File: src/rtl/uut_test_pkg.sv
// Shared types for the UUT test sequencer.
//   seq_state_t  : sequencer FSM states (visible on debug word 0)
//   DBG_*        : debug_sel encodings
//   res_flags_t  : status part of a result record
//   sat_inc32    : saturating 32-bit increment for the timeout counter
// The full result record {data, cycles, flags} depends on the OUT_WIDTH and
// CYC_WIDTH parameters, so it is declared as uut_res_rec_t inside
// uut_test_sequencer and embeds res_flags_t from here.
package uut_test_pkg;

  typedef enum logic [2:0] {
    ST_IDLE     = 3'd0,
    ST_WAIT_VEC = 3'd1,
    ST_RST_UUT  = 3'd2,
    ST_RUN      = 3'd3,
    ST_RESULT   = 3'd4,
    ST_DONE     = 3'd5
  } seq_state_t;

  localparam logic [1:0] DBG_STATUS   = 2'd0;  // {state, vec_count}
  localparam logic [1:0] DBG_CYCLES   = 2'd1;  // res_cycles[31:0]
  localparam logic [1:0] DBG_DATA     = 2'd2;  // res_data[31:0]
  localparam logic [1:0] DBG_TIMEOUTS = 2'd3;  // timeouts this session

  typedef struct packed {
    logic timeout;
    logic mismatch;
    logic last;
  } res_flags_t;

  function automatic logic [31:0] sat_inc32(input logic [31:0] v);
    return (v == 32'hFFFF_FFFF) ? v : v + 32'd1;
  endfunction

endpackage

File: src/rtl/uut_run_timer.sv
// Run-length timer for one UUT run.
//   clk, rst : clock, asynchronous active-high reset
//   load     : preset count to 1 (held while the UUT is not running, so the
//              first RUN cycle already reads 1)
//   en       : count this cycle (UUT running)
//   count    : current run cycle number, stops at TIMEOUT_CYCLES
//   timeout  : count has reached TIMEOUT_CYCLES
module uut_run_timer #(
  parameter int CYC_WIDTH      = 32,
  parameter int TIMEOUT_CYCLES = 1000000
) (
  input  logic                 clk,
  input  logic                 rst,
  input  logic                 load,
  input  logic                 en,
  output logic [CYC_WIDTH-1:0] count,
  output logic                 timeout
);

  localparam logic [CYC_WIDTH-1:0] LIMIT = CYC_WIDTH'(TIMEOUT_CYCLES);

  always_ff @(posedge clk or posedge rst) begin
    if (rst) begin
      count <= CYC_WIDTH'(1);
    end else if (load) begin
      count <= CYC_WIDTH'(1);
    end else if (en && !timeout) begin
      count <= count + CYC_WIDTH'(1);
    end
  end

  assign timeout = (count == LIMIT);

endmodule

File: src/rtl/uut_test_sequencer.sv
// Test-vector sequencer for a UUT with a rst/end handshake.
// Pulls packed vectors from the loader, holds the UUT in reset, runs it until
// end_uut or TIMEOUT_CYCLES, and emits one result record per vector.
// Ports:
//   clk, rst                  clock, asynchronous active-high reset
//   start                     one-cycle pulse, opens a session from IDLE
//   vec_valid/vec_ready       vector stream (vec_data, vec_last)
//   rst_uut, input_to_uut     UUT reset and registered UUT input
//   end_uut, output_from_uut  UUT completion level and result
//   res_valid/res_ready       result stream (res_data, res_cycles,
//                             res_timeout, res_mismatch, res_last)
//   busy, done, vec_count     session status
//   debug_sel, debug          debug word mux (state visible on word 0)
// Handshakes: a transfer happens on a rising clk edge where valid and ready
// are both high; valid never drops before its transfer and the payload is
// stable while valid is high. vec_ready and res_valid decode the registered
// state only, so there is no combinational path from ready to valid.
// Build option: define UUT_REPEAT_CHECK_EN to run every vector twice and flag
// disagreement between the two runs in res_mismatch.
module uut_test_sequencer
  import uut_test_pkg::*;
#(
  parameter int IN_WIDTH       = 128,
  parameter int OUT_WIDTH      = 128,
  parameter int CYC_WIDTH      = 32,
  parameter int TIMEOUT_CYCLES = 1000000,
  parameter int RST_CYCLES     = 4
) (
  input  logic                 clk,
  input  logic                 rst,
  input  logic                 start,
  input  logic                 vec_valid,
  output logic                 vec_ready,
  input  logic [IN_WIDTH-1:0]  vec_data,
  input  logic                 vec_last,
  output logic                 rst_uut,
  output logic [IN_WIDTH-1:0]  input_to_uut,
  input  logic                 end_uut,
  input  logic [OUT_WIDTH-1:0] output_from_uut,
  output logic                 res_valid,
  input  logic                 res_ready,
  output logic [OUT_WIDTH-1:0] res_data,
  output logic [CYC_WIDTH-1:0] res_cycles,
  output logic                 res_timeout,
  output logic                 res_mismatch,
  output logic                 res_last,
  output logic                 busy,
  output logic                 done,
  output logic [15:0]          vec_count,
  input  logic [1:0]           debug_sel,
  output logic [31:0]          debug
);

  localparam int RCW = $clog2(RST_CYCLES + 1);

  typedef struct packed {
    logic [OUT_WIDTH-1:0] data;
    logic [CYC_WIDTH-1:0] cycles;
    res_flags_t           flags;
  } uut_res_rec_t;

  seq_state_t           state, state_nxt;
  logic [RCW-1:0]       rst_cnt;
  logic                 last_q;
  uut_res_rec_t         rec;
  logic [31:0]          timeout_cnt;
  logic [CYC_WIDTH-1:0] run_count;
  logic                 run_timeout;
  logic                 vec_hs;
  logic                 res_hs;
  logic                 run_end;
  logic                 final_run;

`ifdef UUT_REPEAT_CHECK_EN
  logic                 second_run;
  logic [OUT_WIDTH-1:0] first_data;
  logic                 first_to;
  assign final_run = second_run;
`else
  assign final_run = 1'b1;
`endif

  assign vec_hs  = vec_valid && (state == ST_WAIT_VEC);
  assign res_hs  = res_ready && (state == ST_RESULT);
  // end_uut in the timeout cycle still counts as a normal finish.
  assign run_end = (state == ST_RUN) && (end_uut || run_timeout);

  uut_run_timer #(
    .CYC_WIDTH      (CYC_WIDTH),
    .TIMEOUT_CYCLES (TIMEOUT_CYCLES)
  ) u_timer (
    .clk     (clk),
    .rst     (rst),
    .load    (state != ST_RUN),
    .en      (state == ST_RUN),
    .count   (run_count),
    .timeout (run_timeout)
  );

  always_ff @(posedge clk or posedge rst) begin
    if (rst) state <= ST_IDLE;
    else     state <= state_nxt;
  end

  always_comb begin
    state_nxt = state;
    case (state)
      ST_IDLE:     if (start)          state_nxt = ST_WAIT_VEC;
      ST_WAIT_VEC: if (vec_hs)         state_nxt = ST_RST_UUT;
      ST_RST_UUT:  if (rst_cnt == '0)  state_nxt = ST_RUN;
      ST_RUN:      if (run_end)        state_nxt = final_run ? ST_RESULT : ST_RST_UUT;
      ST_RESULT:   if (res_hs)         state_nxt = last_q ? ST_DONE : ST_WAIT_VEC;
      ST_DONE:                         state_nxt = ST_IDLE;
      default:                         state_nxt = ST_IDLE;
    endcase
  end

  always_ff @(posedge clk or posedge rst) begin
    if (rst) begin
      rst_cnt      <= '0;
      last_q       <= 1'b0;
      rec          <= '0;
      timeout_cnt  <= '0;
      vec_count    <= '0;
      input_to_uut <= '0;
`ifdef UUT_REPEAT_CHECK_EN
      second_run   <= 1'b0;
      first_data   <= '0;
      first_to     <= 1'b0;
`endif
    end else begin
      if ((state == ST_IDLE) && start) begin
        vec_count   <= '0;
        timeout_cnt <= '0;
      end

      if (vec_hs) begin
        input_to_uut <= vec_data;
        last_q       <= vec_last;
        rst_cnt      <= RCW'(RST_CYCLES - 1);
`ifdef UUT_REPEAT_CHECK_EN
        second_run   <= 1'b0;
`endif
      end

      if ((state == ST_RST_UUT) && (rst_cnt != '0)) begin
        rst_cnt <= rst_cnt - RCW'(1);
      end

      if (run_end) begin
        if (!end_uut) timeout_cnt <= sat_inc32(timeout_cnt);
`ifdef UUT_REPEAT_CHECK_EN
        if (!second_run) begin
          first_data <= end_uut ? output_from_uut : '0;
          first_to   <= !end_uut;
          second_run <= 1'b1;
          rst_cnt    <= RCW'(RST_CYCLES - 1);
        end else begin
          rec.data           <= end_uut ? output_from_uut : '0;
          rec.cycles         <= run_count;
          rec.flags.timeout  <= !end_uut;
          rec.flags.mismatch <= first_to || !end_uut || (first_data != output_from_uut);
          rec.flags.last     <= last_q;
        end
`else
        rec.data           <= end_uut ? output_from_uut : '0;
        // On a timeout run_count has stopped at TIMEOUT_CYCLES.
        rec.cycles         <= run_count;
        rec.flags.timeout  <= !end_uut;
        rec.flags.mismatch <= 1'b0;
        rec.flags.last     <= last_q;
`endif
      end

      if (res_hs) vec_count <= vec_count + 16'd1;
    end
  end

  // The UUT stays out of reset through RESULT so its output remains
  // observable until the record is taken.
  assign rst_uut      = !((state == ST_RUN) || (state == ST_RESULT));
  assign vec_ready    = (state == ST_WAIT_VEC);
  assign res_valid    = (state == ST_RESULT);
  assign busy         = (state != ST_IDLE) && (state != ST_DONE);
  assign done         = (state == ST_DONE);
  assign res_data     = rec.data;
  assign res_cycles   = rec.cycles;
  assign res_timeout  = rec.flags.timeout;
  assign res_mismatch = rec.flags.mismatch;
  assign res_last     = rec.flags.last;

  always_comb begin
    debug = '0;
    case (debug_sel)
      DBG_STATUS:   debug = {13'd0, state, vec_count};
      DBG_CYCLES:   debug = 32'(rec.cycles);
      DBG_DATA:     debug = 32'(rec.data);
      DBG_TIMEOUTS: debug = timeout_cnt;
      default:      debug = '0;
    endcase
  end

endmodule

File: config.mk
export PLATFORM = sky130hd
export DESIGN_NAME = uut_test_sequencer
export DESIGN_NICKNAME = d
export VERILOG_FILES = /design/src/rtl/uut_test_pkg.sv /design/src/rtl/uut_run_timer.sv /design/src/rtl/uut_test_sequencer.sv
export SDC_FILE = /design/constraint.sdc
export NUM_CORES = 1
export LEC_CHECK = 0
export ABC_AREA = 1
export CAP_MARGIN = 20
export CORE_AREA = 10 10 229 231
export CTS_CLUSTER_DIAMETER = 200
export DETAILED_ROUTE_END_ITERATION = 7
export DIE_AREA = 0 0 239 241
export PLACE_DENSITY = 0.68
export SETUP_SLACK_MARGIN = 0.1
export SLEW_MARGIN = 20
export SYNTH_ARGS = -nofsm -noshare
export SYNTH_HDL_FRONTEND = slang
export SYNTH_SLANG_ARGS = --single-unit
File: constraint.sdc
create_clock -name clk -period 39.1 [get_ports clk]
set_input_delay 5.865 -clock clk [delete_from_list [all_inputs] [get_ports clk]]
set_output_delay 5.865 -clock clk [all_outputs]
set_load 0.005 [all_outputs]
==> impl_metrics.yaml <==
cells_and_area:
  stdcell_count: 3205
  layout_commonest_cell: "nand2_1"
  layout_common_cells: "nand2_1, clkdlybuf4s50_1, dfrtp_1, nand3_1, nor2_1"
  num-nets-final: 2827
  drive_gt1_share_pct: 9.94
  areaGrowthSynthToFinish_pct: 44.5
  multi_input_area_um2: 7390
  fill_cells: 4338
  register_area_um2: 9440
sta:
  period_needed_ps: 14450
  fin_ws_ps: 24650
  post-route-period-util_pct: 37.0
  timing_worst_slew_pin_value_ps: 1070
  rsz0062_at_grt: "false"
  holdWs_ps: 467
  slew_violations: 0
  final-hold-violation-count: 0
  setup_viol: 0
  relSlewSlack_pct: 28.6
  clock.fmax_mhz: 69.2
  final.setup.tns_ps: 0
  fin_skew_ps: 33.1
cts:
  clk_pin_slew_ps: 50
  cts_setup_buffers: 0
  cts_buffers: 44
  hold_buffers: 0
  cts.htree.levels: 2
  root_buffer: "clkbuf_16"
  clk_latency_ps: 570
  clock_tree.buffer_depth: 3
  ctsResizeCount: 0
  cts_tree: "done"
  cts_sinks: 377
grt:
  grt_usage_pct: 24.2
  overflow: 0
  grt_max_degree: 136
  grt_pass1_vias: 16700
  antenna_found_initial: 7
  grt_pass1_wl_um: 106000
place:
  dp_hpwl_um: 54800
  pre_cts_slack_ps: 24770
  routabilityCongestion: 0.924
  port_buffers: 607
  dp_cells: 3124
logic_synthesis:
  synthCells: 1992
  synth_enable_flop_cells: 0
  ys_types: 46
  netlist_area_um2: 17800
  dominantRegCellSynth: "dfrtp_1"
  avgSynthCellArea_um2: 8.93
  ys_async_sr_fraction_pct: 100
  syn_nets: 2263
  yosys_warnings: 0
  ys_ff_latch: 377
  ys_seq_area_share_pct: 53.0
floorplanning:
  die_y_um: 241
  floorplan.die_area_um2: 57600
  coreArea_um2: 47500
  fp-row-count: 80
  die_x_um: 239
  start_util_pct: 37.4
  ios: 609
setup_path:
  worstSetupStartpointType: "input port"
  regToRegSetupSlack_ps: 35600
  cp-end-kind: "primary output"
  reg2reg_from: "state[1]"
  crit_fanout: 20
  reg2reg_depth: 7
  timing_worst_setup_path_type: "input port to primary output"
  rr_endpoint: "timeout_cnt[29]"
  arrival_ps: 8590
  cp_data_required_time_ps: 33230
worst_hold_path:
  hp-start: "res_data[38]"
  min-delay-path-class: "flop to flop"
  hold_path_depth: 2
  min_to: "res_data[38]"
power_and_ir_drop:
  peakVddDrop_mv: 0.0590
  p_per_area_nw_per_um2: 65.8
  leakage_nw: 11.6
  p_total_mw: 1.69
run_status:
  status: "finished, final reports clean"
route:
  routed_via_density: 5.21
  via_count: 16700
  postRouteAntennaNets: 0
  drt-wirelength-per-cell_um: 22.6
  drt_wl_total_um: 72500
  drc: 0
  firstDrtPassIters: 5
  drt_iter0_markers: 1412
run:
  maxCapViolCount: 0
==> cell type report <==
| class | count | area share [%] |
|---|---|---|
| flip-flops and latches | 377 | 36.7 |
| multi-input cells | 1393 | 28.8 |
| repair buffers | 621 | 24.1 |
| clock buffers | 63 | 4.80 |
| well taps | 615 | 2.99 |
| inverters | 119 | 1.77 |
| clock inverters | 13 | 0.813 |
| diodes | 4 | 0.0389 |
==> cells in the mapped netlist (4+ instances only) <==
| cell | n | share of area (%) |
|---|---|---|
| inv_2 | 4 | 0.084 |
| dfrtp_1 | 376 | 53 |
| clkbuf_1 | 41 | 0.87 |
| nand4_1 | 19 | 0.67 |
| xor2_1 | 16 | 0.79 |
| a22oi_1 | 8 | 0.34 |
| o2111ai_1 | 12 | 0.59 |
| o21ai_0 | 46 | 1.3 |
| nor2_1 | 149 | 3.1 |
| mux2_1 | 10 | 0.63 |
| ha_1 | 6 | 0.42 |
| nand2_2 | 4 | 0.14 |
| buf_6 | 15 | 0.95 |
| o211ai_1 | 6 | 0.25 |
| o21ai_1 | 27 | 0.76 |
| mux2_2 | 118 | 7.5 |
| nand2_1 | 621 | 13 |
| buf_1 | 6 | 0.13 |
| a21oi_1 | 25 | 0.70 |
| o221ai_1 | 7 | 0.34 |
| buf_2 | 40 | 1.1 |
| a221oi_1 | 7 | 0.34 |
| nand3_1 | 226 | 6.4 |
| nand3_2 | 39 | 2.2 |
| inv_1 | 114 | 2.4 |
| nor3_1 | 22 | 0.62 |
==> cell families after synthesis <==
group	synth area share, %
AO/OA/AOI/OAI	4.92
XOR/XNOR	0.935
adder cells (fa/ha/maj)	0.422
buffers and inverters	5.62
flip-flops	53.0
multiplexers	8.16
other	0.0211
AND/OR/NAND/NOR	26.9
==> registers in the layout, summed over array words and instances, names as in the netlist <==
name / flops
res_cycles: 32
timeout_cnt: 32
vec_count: 16
input_to_uut: 128
res_timeout: 1
last_q: 1
res_data: 128
u_timer.count: 32
res_last: 1
rst_cnt: 3
state: 3
==> through the flow <==
step	area, um^2	utilization [%]
final	25700	54.1
after global routing	25700	54.0
after CTS	25700	54.0
after detailed placement	24200	50.9
after global placement	24200	50.9
after floorplan	17800	-
==> worst max path at each step <==
stage,start,endpoint,slack (ps)
6_report,debug_sel[1],debug[13],24650
5_1_grt,debug_sel[1],debug[16],24490
4_1_cts,debug_sel[1],debug[10],24760
3_5_place_dp,debug_sel[1],debug[13],24770
3_3_place_gp,debug_sel[1],debug[14],24820
2_1_floorplan,rst,input_to_uut[0],22760
==> where the power goes <==
part | switching, mW | internal [mW] | total (mW)
logic | 0.291 | 0.361 | 0.652
clock network | 0.168 | 0.252 | 0.420
registers | 0.0899 | 0.529 | 0.619
==> layer usage <==
metal | wire length (um) | vias to the layer above | part of all wire [%] | global-route usage (%)
met2 | 36700 | 686 | 51 | 42.0
li1 | - | 7663 | - | -
met4 | 1790 | 0 | 2.5 | 6.85
met3 | 6720 | 107 | 9.3 | 7.40
met5 | 0 | - | 0 | 0
met1 | 27200 | 8241 | 38 | 28.3
==> critical path, stage by stage <==
cell and delay [ps]:
clkdlybuf4s50_1 620, nand2_1 560, inv_1 630, a221oi_1 150, a22oi_1 190, clkdlybuf4s50_1 560
No activity file was read; power rests on OpenSTA's default activity.
